`config.mk`:
```
export PLATFORM = sky130hd
export DESIGN_NAME = dct_da_accumulator_flat
export DESIGN_NICKNAME = d
export VERILOG_FILES = /design/src/rtl/dct_da_accumulator_if.sv /design/src/rtl/dct_da_accumulator.sv /design/src/flat_wrapper.sv
export SDC_FILE = /design/constraint.sdc
export NUM_CORES = 1
export LEC_CHECK = 0
export BUFFER_PORTS_ARGS = -buffer_cell sky130_fd_sc_hd__buf_2
export CAP_MARGIN = 20
export CORE_ASPECT_RATIO = 1.4
export CORE_MARGIN = 1.5
export CORE_UTILIZATION = 52
export DETAILED_ROUTE_END_ITERATION = 10
export PLACE_DENSITY = 0.77
export SYNTH_ARGS = -nofsm -noshare
export SYNTH_HDL_FRONTEND = slang
export SYNTH_SLANG_ARGS = --single-unit
```
`constraint.sdc`:
```
create_clock -name clk -period 2.5 [get_ports clk]
set_clock_uncertainty 0.15 [all_clocks]
set_input_delay 0 -clock clk [delete_from_list [all_inputs] [get_ports clk]]
set_output_delay 0 -clock clk [all_outputs]
set_load 0.01 [all_outputs]
```
`src/rtl/dct_da_accumulator_if.sv`:
```
// ============================================================================
// Module  : dct_da_accumulator_if
// Brief   : Sample handshake, coefficient ROM port and result bus of the
//           DA shift-accumulate engine.
// Revision: 1.0 - initial release
// ============================================================================
`default_nettype none

interface dct_da_accumulator_if #(
    parameter int IN_W  = 16,
    parameter int ROM_W = 16,
    parameter int ACC_W = 32
);
    logic                     in_valid;
    logic                     in_ready;
    logic        [IN_W-1:0]   x1;
    logic        [IN_W-1:0]   x2;
    logic        [IN_W-1:0]   x3;
    logic                     rom_cs;
    logic        [2:0]        rom_addr;
    logic signed [ROM_W-1:0]  rom_data;
    logic                     out_valid;
    logic signed [ACC_W-1:0]  dout;

    modport slave (
        input  in_valid, x1, x2, x3, rom_data,
        output in_ready, rom_cs, rom_addr, out_valid, dout
    );

    modport master (
        output in_valid, x1, x2, x3, rom_data,
        input  in_ready, rom_cs, rom_addr, out_valid, dout
    );
endinterface

`default_nettype wire

```
`src/rtl/dct_da_accumulator.sv`:
```
// ============================================================================
// Module  : dct_da_accumulator
// Brief   : Bit-serial distributed-arithmetic shift-accumulate engine; walks
//           three latched samples MSB-first against an external DA ROM.
// Revision: 1.0 - initial release
// ============================================================================
`default_nettype none

module dct_da_accumulator #(
    parameter int IN_W  = 16,
    parameter int ROM_W = 16,
    parameter int ACC_W = 32
) (
    input  wire logic clk,
    input  wire logic rst_n,
    dct_da_accumulator_if.slave bus
);

    localparam int                 c_CNT_W   = $clog2(IN_W);
    localparam logic [c_CNT_W-1:0] c_CNT_MAX = c_CNT_W'(IN_W - 1);

    localparam logic [1:0] c_IDLE = 2'd0;
    localparam logic [1:0] c_RUN  = 2'd1;
    localparam logic [1:0] c_DONE = 2'd2;

    logic [1:0]              r_state;
    logic [1:0]              w_next_state;
    logic                    r_alive;
    logic [c_CNT_W-1:0]      r_cnt;
    logic [IN_W-1:0]         r_x1;
    logic [IN_W-1:0]         r_x2;
    logic [IN_W-1:0]         r_x3;
    logic signed [ACC_W-1:0] r_acc;
    logic signed [ACC_W-1:0] r_dout;
    logic signed [ACC_W-1:0] w_rom_sext;
    logic signed [ACC_W-1:0] w_acc_next;
    logic                    w_in_ready;
    logic                    w_accept;

    // State register
    always_ff @(posedge clk or negedge rst_n) begin
        if (!rst_n) begin
            r_state <= c_IDLE;
        end else begin
            r_state <= w_next_state;
        end
    end

    // Next-state logic
    always_comb begin
        w_next_state = r_state;
        case (r_state)
            c_IDLE:  if (w_accept) w_next_state = c_RUN;
            c_RUN:   if (r_cnt == '0) w_next_state = c_DONE;
            c_DONE:  w_next_state = c_IDLE;
            default: w_next_state = c_IDLE;
        endcase
    end

    // Output logic; r_alive keeps in_ready low until the first edge after release
    always_comb begin
        w_in_ready    = 1'b0;
        bus.rom_cs    = 1'b0;
        bus.rom_addr  = 3'b000;
        bus.out_valid = 1'b0;
        case (r_state)
            c_IDLE: w_in_ready = r_alive;
            c_RUN: begin
                bus.rom_cs   = 1'b1;
                bus.rom_addr = {r_x1[r_cnt], r_x2[r_cnt], r_x3[r_cnt]};
            end
            c_DONE:  bus.out_valid = 1'b1;
            default: ;
        endcase
    end

    assign bus.in_ready = w_in_ready;
    assign bus.dout     = r_dout;
    assign w_accept     = bus.in_valid && w_in_ready;

    // The sign-bit slice carries weight -2^(IN_W-1), so it enters negated.
    assign w_rom_sext = {{(ACC_W-ROM_W){bus.rom_data[ROM_W-1]}}, bus.rom_data};
    assign w_acc_next = (r_cnt == c_CNT_MAX) ? -w_rom_sext
                                             : (r_acc <<< 1) + w_rom_sext;

    always_ff @(posedge clk or negedge rst_n) begin
        if (!rst_n) begin
            r_alive <= 1'b0;
            r_cnt   <= '0;
            r_x1    <= '0;
            r_x2    <= '0;
            r_x3    <= '0;
            r_acc   <= '0;
            r_dout  <= '0;
        end else begin
            r_alive <= 1'b1;
            if (r_state == c_IDLE && w_accept) begin
                r_x1  <= bus.x1;
                r_x2  <= bus.x2;
                r_x3  <= bus.x3;
                r_acc <= '0;
                r_cnt <= c_CNT_MAX;
            end else if (r_state == c_RUN) begin
                r_acc <= w_acc_next;
                if (r_cnt == '0) begin
                    r_dout <= w_acc_next;
                end else begin
                    r_cnt <= r_cnt - 1'b1;
                end
            end
        end
    end

endmodule

`default_nettype wire

```
`src/flat_wrapper.sv`:
```
// flat-port wrapper written by rule: the top's interface ports become plain ports
module dct_da_accumulator_flat 
#(
    parameter int IN_W  = 16,
    parameter int ROM_W = 16,
    parameter int ACC_W = 32
)
  (clk, rst_n, bus_in_valid, bus_x1, bus_x2, bus_x3, bus_rom_data, bus_in_ready, bus_rom_cs, bus_rom_addr, bus_out_valid, bus_dout);
  dct_da_accumulator_if #(.IN_W(IN_W), .ROM_W(ROM_W), .ACC_W(ACC_W)) bus_i ();
  input  wire logic clk;
  input  wire logic rst_n;
  input wire logic [$bits(bus_i.in_valid)-1:0] bus_in_valid;
  input wire logic [$bits(bus_i.x1)-1:0] bus_x1;
  input wire logic [$bits(bus_i.x2)-1:0] bus_x2;
  input wire logic [$bits(bus_i.x3)-1:0] bus_x3;
  input wire logic [$bits(bus_i.rom_data)-1:0] bus_rom_data;
  output wire logic [$bits(bus_i.in_ready)-1:0] bus_in_ready;
  output wire logic [$bits(bus_i.rom_cs)-1:0] bus_rom_cs;
  output wire logic [$bits(bus_i.rom_addr)-1:0] bus_rom_addr;
  output wire logic [$bits(bus_i.out_valid)-1:0] bus_out_valid;
  output wire logic [$bits(bus_i.dout)-1:0] bus_dout;
  assign bus_i.in_valid = bus_in_valid;
  assign bus_i.x1 = bus_x1;
  assign bus_i.x2 = bus_x2;
  assign bus_i.x3 = bus_x3;
  assign bus_i.rom_data = bus_rom_data;
  assign bus_in_ready = bus_i.in_ready;
  assign bus_rom_cs = bus_i.rom_cs;
  assign bus_rom_addr = bus_i.rom_addr;
  assign bus_out_valid = bus_i.out_valid;
  assign bus_dout = bus_i.dout;
  dct_da_accumulator #(.IN_W(IN_W), .ROM_W(ROM_W), .ACC_W(ACC_W)) u_core (.clk(clk), .rst_n(rst_n), .bus(bus_i));
endmodule
```
======== Word level (Yosys, flattened, before mapping) ========
Index checks and enable logic that the tools add are counted.
storage, ports and cells
  bits in registers ....................... 118
  input port bits ......................... 67
  output and inout port bits .............. 38
  word-level logic and storage cells ...... 46
operators by class
  add/sub/neg operators ................... 3
  $lt $le $gt $ge ......................... 1
  equality and inequality tests ........... 6
  multiplexer cells ....................... 19
  bitwise gates (word level) .............. 1
  reductions and logical operators ........ 8
operators with widths
  kind                                                                     count
  31-bit 2-to-1 mux                                                        2
  32-bit by 16-bit adder with 32-bit output                                1
  32-bit 2-to-1 mux                                                        1
  16-bit negation with 32-bit output                                       1
  1-bit binary-select mux with 4-bit select                                3
  4-bit 2-to-1 mux                                                         3
  1-bit 2-to-1 mux                                                         6
  4-bit by 5-bit < comparator with 1-bit output, second input constant     1
  4-bit == test, second input constant                                     1
  4-bit zero test                                                          1
  2-bit 2-to-1 mux                                                         2
  2-bit by 1-bit inequality test with 1-bit output, second input constant  2
  2-bit case mux with 2 select lines                                       1
  2-bit AND reduction                                                      2
  4-bit by 1-bit subtractor with 4-bit output, second input constant       1
  3-bit 2-to-1 mux                                                         1
  3-bit AND reduction                                                      1
  2-bit by 1-bit == test with 1-bit output, second input constant          1
  2-bit == test, second input constant                                     1
  1-bit logical AND                                                        2
  2-bit zero test                                                          1
  2-bit inequality test, second input constant                             1
  2-bit nonzero test                                                       1
  1-bit NOT                                                                1

======== Logic depth before layout (Yosys ltp) ========
Gate-level depths: netlist of the first run.
  depth after elaboration ................. 6
  mapped depth ............................ 11
  mapped depth without buffers ............ 11

======== Least setup slack after synthesis of the first run ========
Ideal clock, no wire load.
  path kind ............................... flip-flop to flip-flop
  from .................................... register u_core.r_acc[0]
  to ...................................... register u_core.r_acc[25]
  setup time .............................. 0.126 ns
  arrival time ............................ 2.540 ns
  required time ........................... 2.224 ns
  slack ................................... -0.316 ns
  cell stages (with the launch flop) ...... 12
  path buffers ............................ 0
  clock period less this slack ............ 2.816 ns
  cell sequence ........................... dfrtp_1 ha_1 inv_1 fa_1 nor2b_1 o31ai_1 nand2_1 a41oi_2 o41ai_1 a31oi_1 xnor2_1 a221o_1
between the ends
  longest elaborated chain between the ends .. 4
ends and longest elaborated chain
  item                                       line                       RTL
  from (decl)                                dct_da_accumulator.sv:33   logic signed [ACC_W-1:0] r_acc;
  from (signal assigned)                     dct_da_accumulator.sv:104  r_acc <= w_acc_next;
  32-bit by 16-bit adder with 32-bit output  dct_da_accumulator.sv:84   : (r_acc <<< 1) + w_rom_sext;
  32-bit 2-to-1 mux                          dct_da_accumulator.sv:83   assign w_acc_next = (r_cnt == c_CNT_MAX) ? -w_rom_sext
  31-bit 2-to-1 mux                          dct_da_accumulator.sv:103  end else if (r_state == c_RUN) begin
  31-bit 2-to-1 mux                          dct_da_accumulator.sv:97   if (r_state == c_IDLE && w_accept) begin
Every way passes these cells. The select of a mux whose other input is x is not followed.
A chain may end at the register's enable or synchronous reset.

======== Worst setup path in the final report of the first run ========
Same ends and word-level chain as after synthesis.

==> run_results.csv, run 1 <==
group,metric,value,unit
placement,hpwl,13000,um
global_route,grt_pass1_wl,33400,um
clock_network,htreeDepth,4,
power_and_ir_drop,p_seq_frac,0.260,
job,drv_cap,0,
setup_path,cp-end-kind,"flop",
power_and_ir_drop,p_int,7.88,mW
global_route,grt_max_degree,51,
route,vias_per_cell,5.66,
setup_path,cp_slowest_cell,"fa_2",
sta,worstMarginPinSlew,0.628,ns
finish,area_delta_synth_final,41.0,%
placement,gp_congestion,0.951,
sta,rsz0062_at_grt,"yes",
global_route,grt.overflow.total,0,
clock_network,cts_tree,"done",
status,status,"finished, violations left",
sta,setup_viol,14,
route,dr.pass1.iters,5,
power_and_ir_drop,power.total,13.5,mW
synthesis,synth_edf_count,0,
sta,drv_slew,0,
synthesis,syn-num-nets,876,
route,drc_errors,0,
floorplan,pin_count,105,
floorplan,rows,49,
power_and_ir_drop,p_sw,5.60,mW
synthesis,synth.cell_area,0.00696,mm2
synthesis,yosys.cell_types.count,68,
clock_network,clk_pin_slew,0.06,ns
route,wirelength,21200,um
clock_network,clk_latency,0.41,ns
route,drt_iter0_drc,344,
synthesis,synthArstFlopShare,1.00,
setup_path,startpoint_type,"flop",
floorplan,coreArea,0.0129,mm2
setup_path,critPathRequiredTime,2.64,ns
route,num_vias,6734,
power_and_ir_drop,peakVddDrop,714,uV
sta,fin_crit,2.64,ns
synthesis,yosysWarnings,0,
route,antenna_left,0,
setup_path,max_stage_delay,0.38,ns
setup_path,path_buf_inv,1,
power_and_ir_drop,p_leak,4.73,nW
power_and_ir_drop,clkPwrFrac,0.168,
finish,nets,1101,
sta,hold_violations,0,
power_and_ir_drop,switching_share,0.415,
finish,drive_gt1_frac,0.315,
synthesis,synth_top_cell_by_area,"dfrtp_1",
setup_path,critical_path.top_delay_family,"compound AO/OA/AOI/OAI gates",
route,routedWlPerCell,17.8,um
floorplan,start_util,0.538,
status,violations,"negative setup slack",
synthesis,syn_area_per_cell,9.00,um2
synthesis,ys_seq_elements,118,
finish,final_cell_mix,"nand2_1 (220), dfrtp_1 (117), buf_2 (103), buf_4 (72), dlygate4sd3_1 (60)",
power_and_ir_drop,p_comb_frac,0.572,
setup_path,path_class,"flop to flop",
finish,antennaDiodeCount,0,
placement,portBuffers,104,
clock_network,cts.sinks,118,
hold_path,hold_class,"input port to asynchronous set/reset pin",
global_route,first_global_vias,6890,
sta,fin_crit_sh,1.06,
finish,final_common_cell,"nand2_1",
floorplan,die_x,101,um
sta,maxSlewHeadroom,0.581,
global_route,track_usage,0.306,
floorplan,dieArea,0.0141,mm2
global_route,antenna_found_initial,0,
sta,fmax,378,MHz
clock_network,cts_buffer_depth,2,
synthesis,synthCells,774,
power_and_ir_drop,power.density,1370,mW/mm2
sta,worst_slack,-0.142,ns
clock_network,cts_root_buf,"clkbuf_16",
synthesis,yosysSeqAreaShare,0.424,
floorplan,die_h,140,um
setup_path,crit_chain,"ha_2 -> inv_2 -> fa_2 -> nor2b_4 -> o31ai_4 -> nand2_2 -> a41oi_4 -> o41ai_4 -> a31oi_2 -> xnor2_1 -> a221o_1",
clock_network,cts_buffers,17,
setup_path,arrival,2.78,ns
synthesis,synthTopCellsByArea,"dfrtp_1 (42%), nand2_1 (12%), ha_1 (6.1%), mux4_2 (4.9%), o21ai_0 (3.8%)",
synthesis,yosysTopAreaCellShare,0.424,
sta,final.setup.tns,-0.779,ns
setup_path,worstPathMaxFanout,2,
synthesis,ys.flop_type,"dfrtp_1",
-- cell type report --
| class | count | area, um2 |
|---|---|---|
| inverter | 21 | 78.8 |
| timing repair buffer | 244 | 1780 |
| multi-input combinational | 597 | 4230 |
| tap | 178 | 223 |
| sequential | 118 | 2950 |
| clock buffer | 20 | 457 |
| clock inverter | 12 | 95.1 |
| fill | 854 | 3120 |
-- worst min-delay path, cell delays in order --
cell	delay (ns)
dlygate4sd3_1	0.52
buf_4	0.19
buf_12	0.21
-- worst paths after layout --
check | slack [ns] | from | cells past startpoint | endpoint
max in group asynchronous | 1.90 | rst_n | 3 | u_core.r_cnt[0]$_DFFE_PN0P_
min in group clk | 0.01 | bus_rom_data[11] | 5 | u_core.r_acc[11]$_DFFE_PN0P_
worst min register to register | 0.32 | u_core.r_x3[8]$_DFFE_PN0P_ | 2 | u_core.r_x3[8]$_DFFE_PN0P_
worst max-delay path | -0.14 | u_core.r_acc[0]$_DFFE_PN0P_ | 11 | u_core.r_acc[25]$_DFFE_PN0P_
worst min-delay path | 0.008 | rst_n | 3 | u_core.r_acc[6]$_DFFE_PN0P_
worst max register to register | -0.14 | u_core.r_acc[0]$_DFFE_PN0P_ | 11 | u_core.r_acc[25]$_DFFE_PN0P_
-- repair_timing --
| item | in CTS | in global routing |
|---|---|---|
| buffers inserted | 8 | 7 |
| gates resized for setup | 37 | 44 |
| hold buffers | 61 | 0 |
| setup endpoints to repair | 36 | 38 |
| endpoints found under the hold margin | 184 | 0 |
| pin swaps | 35 | 28 |
-- cell families (layout without fill, tap and decap cells) --
kind of cell | count (synthesis) | count (layout) | synth area share
and+or+nand+nor | 324 | 324 | 0.202
other | 1 | 1 | 0.000539
DFF | 118 | 118 | 0.424
muxes | 24 | 24 | 0.0625
buffers and inverters | 59 | 297 | 0.0331
adders and majority gates | 35 | 35 | 0.0640
xor gates and xnor gates | 40 | 40 | 0.0503
AOI/OAI and AO/OA | 173 | 173 | 0.163
-- synth_stat cells (6+ instances only) --
cell type / n
o21ai_0: 53
dfrtp_1: 118
xor2_1: 12
a31oi_1: 10
a21o_1: 8
mux4_2: 15
a21oi_1: 48
nor3_1: 8
xnor2_1: 28
and2_1: 8
clkbuf_1: 31
mux2_2: 6
nor2_1: 33
ha_1: 34
nand3_1: 14
inv_1: 21
nand2_1: 225
-- layer usage --
layer | vias up | GRT usage | wire (um)
met1 | 3261 | 0.355 | 8210
met2 | 275 | 0.543 | 11300
met5 | - | 0 | 0
li1 | 3144 | - | -
met4 | 0 | 0.127 | 612
met3 | 54 | 0.0639 | 1080
-- state kept, by name, indices dropped and copies added (netlist names) --
register,count
u_core.r_acc,31
u_core.r_x2,16
u_core.r_state,2
u_core.r_cnt,4
u_core.r_x1,16
u_core.r_alive,1
u_core.bus.dout,32
u_core.r_x3,16
-- power groups by stage --
stage                     Clock [mW]  Combinational [mW]  Sequential, mW
after floorplan                    0                4.30            3.45
final                           2.27                7.71            3.50
after detailed placement           0                6.56            3.46
after CTS                       2.29                7.13            3.44
after global placement             0                6.45            3.42
after global routing            2.37                8.37            3.59
-- metrics by stage --
stage	utilization	hold slack (ns)	area (um2)	cells	worst slack (ns)
final	0.759	0.00821	9820	1190	-0.142
after global routing	0.759	0.0220	9820	1190	-0.229
after CTS	0.739	0.00151	9560	1186	-0.233
after detailed placement	0.631	-0.188	8160	1087	-0.238
after global placement	0.631	-0.189	8160	1087	-0.153
after floorplan	-	-0.446	7030	774	-0.0642
Power figures use the tool's default switching activity.
==> inputs of run 2 (changes only) <==
CORE_UTILIZATION = 60   (was 52)
PLACE_DENSITY = 0.8   (was 0.77)
clock period = 3.25 ns   (was 2.5 ns; I/O delays follow)
==> run 2 against run 1 <==
Effect of this change:
- the flow now finishes without violations
- final area shrank 10%
- maximum frequency shrank 12%
- global-route usage grew 3.7 points
- core utilization grew 1.7 points
- worst hold slack gained 0.0042 ns
- register-to-register slack gained 0.40 ns
- routed wire length shrank 6.5%
- cell count shrank 8.5%
- critical path type unchanged
- critical endpoint is now u_core.bus.dout[29]$_DFFE_PN0P_
- largest cell class unchanged
==> run_results.csv, run 2 (synthesis results as in run 1) <==
group,metric,value,unit
status,status,"completed",
route,num_vias,6457,
placement,portBuffers,104,
global_route,antenna_found_initial,0,
hold_path,hold_class,"input port to asynchronous set/reset pin",
route,drt_iter0_drc,435,
setup_path,critPathRequiredTime,3.38,ns
route,dr.pass1.iters,7,
placement,pre_cts_slack,0.169,ns
finish,antennaDiodeCount,0,
global_route,track_usage,0.344,
finish,final_common_cell,"nand2_1",
sta,drv_slew,0,
sta,final.setup.tns,0,ns
power_and_ir_drop,p_comb_frac,0.508,
setup_path,startpoint,"u_core.r_acc[10]$_DFFE_PN0P_",
sta,rsz0062_at_grt,"no",
global_route,grt.overflow.total,0,
setup_path,timing.rr.end,"u_core.bus.dout[29]$_DFFE_PN0P_",
power_and_ir_drop,switching_share,0.416,
clock_network,cts_root_buf,"clkbuf_16",
placement,hpwl,12900,um
route,vias_per_cell,5.93,
global_route,grt_max_degree,53,
sta,worstMarginPinSlew,0.849,ns
power_and_ir_drop,power.density,1050,mW/mm2
sta,fmax,334,MHz
setup_path,cp-end-kind,"flop",
route,routedWlPerCell,18.2,um
floorplan,dieArea,0.0123,mm2
floorplan,die_h,130,um
sta,hold_violations,0,
placement,gp_congestion,0.917,
setup_path,cp-endpoint,"u_core.bus.dout[29]$_DFFE_PN0P_",
finish,nets,1034,
sta,hold_ws,0.0124,ns
power_and_ir_drop,clkPwrFrac,0.200,
setup_path,startpoint_type,"flop",
setup_path,crit_path_frequent_cell,"a21oi_1",
finish,largest_reg_flops,32,
sta,setup_viol,0,
sta,fin_crit_sh,0.921,
setup_path,arrival,3.12,ns
setup_path,rr_startpoint,"u_core.r_acc[10]$_DFFE_PN0P_",
floorplan,start_util,0.614,
floorplan,rows,46,
sta,worst_slack,0.257,ns
power_and_ir_drop,p_int,5.42,mW
placement,dpl_cell_area,0.00763,mm2
setup_path,reg2reg_setup_slack,0.26,ns
setup_path,rr_worst_depth,9,
global_route,grt_pass1_wl,32300,um
route,drc_errors,0,
setup_path,worstPathMaxFanout,6,
sta,fin_crit,2.99,ns
sta,maxSlewHeadroom,0.432,
power_and_ir_drop,p_sw,3.86,mW
clock_network,cts_buffers,17,
power_and_ir_drop,p_seq_frac,0.292,
clock_network,post-cts-setup-buffer-count,0,
finish,finish.utilization,0.776,
setup_path,max_stage_delay,0.39,ns
clock_network,htreeDepth,4,
setup_path,cp_slowest_cell,"a221o_1",
clock_network,clk_pin_slew,0.06,ns
finish,final_cell_mix,"nand2_1 (224), dfrtp_1 (118), buf_2 (103), dlygate4sd3_1 (58), o21ai_0 (53)",
finish,area_delta_synth_final,26.4,%
global_route,first_global_vias,6627,
floorplan,die_x,94.0,um
clock_network,cts_tree,"done",
clock_network,clk_latency,0.41,ns
route,antenna_left,0,
power_and_ir_drop,p_leak,4.30,nW
power_and_ir_drop,peakVddDrop,644,uV
floorplan,coreArea,0.0113,mm2
finish,stdcell_area,0.00880,mm2
finish,drive_gt1_frac,0.211,
clock_network,cts.sinks,118,
clock_network,cts_buffer_depth,2,
setup_path,crit_chain,"ha_1 -> a21oi_1 -> nand2_1 -> a221o_1 -> a211oi_2 -> a31oi_1 -> a21oi_1 -> mux2i_1 -> o22ai_1",
route,wirelength,19800,um
setup_path,path_class,"flop to flop",
floorplan,pin_count,105,
job,drv_cap,0,
## run 2: changes by cell type in the layout (fill, tap and decap cells not counted), sizes merged
cell	previous run	this run
dlygate4sd3	60	58
buf	184	119
clkinv	5	6
bufinv	0	2
inv	26	24
clkbuf	20	18
clkinvlp	2	3
## run 2: layout make-up
type	count	area [um2]
clock buffers	18	429
clock inverters	14	150
fillers	755	2540
inverters	21	78.8
multi-input cells	597	3790
flip-flops and latches	118	2950
well taps	144	180
repair buffers	177	1220
## run 2: worst min path at each step
stage	start	depth (start not counted)	to	slack (ns)
after detailed placement	rst_n	1	u_core.bus.dout[5]$_DFFE_PN0P_	-0.08
final	rst_n	2	u_core.bus.dout[5]$_DFFE_PN0P_	0.01
after floorplan	rst_n	0	u_core.bus.dout[0]$_DFFE_PN0P_	-0.45
after global routing	bus_rom_data[11]	5	u_core.r_acc[11]$_DFFE_PN0P_	0.05
after global placement	rst_n	1	u_core.bus.dout[5]$_DFFE_PN0P_	-0.1
after CTS	bus_rom_data[13]	5	u_core.bus.dout[13]$_DFFE_PN0P_	0.009
## run 2: metal layers
layer	up-vias	global-route usage	share of wire
met5	-	0	0
met4	0	0.136	0.033
met3	64	0.0804	0.052
met2	256	0.616	0.52
met1	3129	0.395	0.39
li1	3008	-	-
## run 2: worst max-delay path, delay by kind of cell, from the launching register on
family                     cells  cell delay [ns]
DFF                            1             0.38
AOI/OAI and AO/OA              6             1.60
and+or+nand+nor                1             0.07
muxes                          1             0.29
adders and majority gates      1             0.36
## run 2: power groups by stage
| stage | logic, mW | registers, mW | clock network, mW |
|---|---|---|---|
| after floorplan | 3.24 | 2.65 | 0 |
| after global placement | 4.40 | 2.66 | 0 |
| after detailed placement | 4.53 | 2.72 | 0 |
| after CTS | 4.65 | 2.70 | 1.87 |
| after global routing | 5.22 | 2.79 | 1.94 |
| final | 4.71 | 2.71 | 1.86 |
## run 2: stage by stage
| stage | cells | total power, mW |
|---|---|---|
| 3_5_place_dp | 999 | 7.25 |
| 4_1_cts | 1089 | 9.21 |
| 5_1_grt | 1089 | 9.95 |
| 2_1_floorplan | 774 | 5.89 |
| 3_3_place_gp | 999 | 7.06 |
| 6_report | 1089 | 9.28 |
## run 2: repair_timing
item	4_1_cts	5_1_grt
setup endpoints to repair	0	2
endpoints found under the hold margin	112	0
hold buffers	58	0
resized for setup	0	2
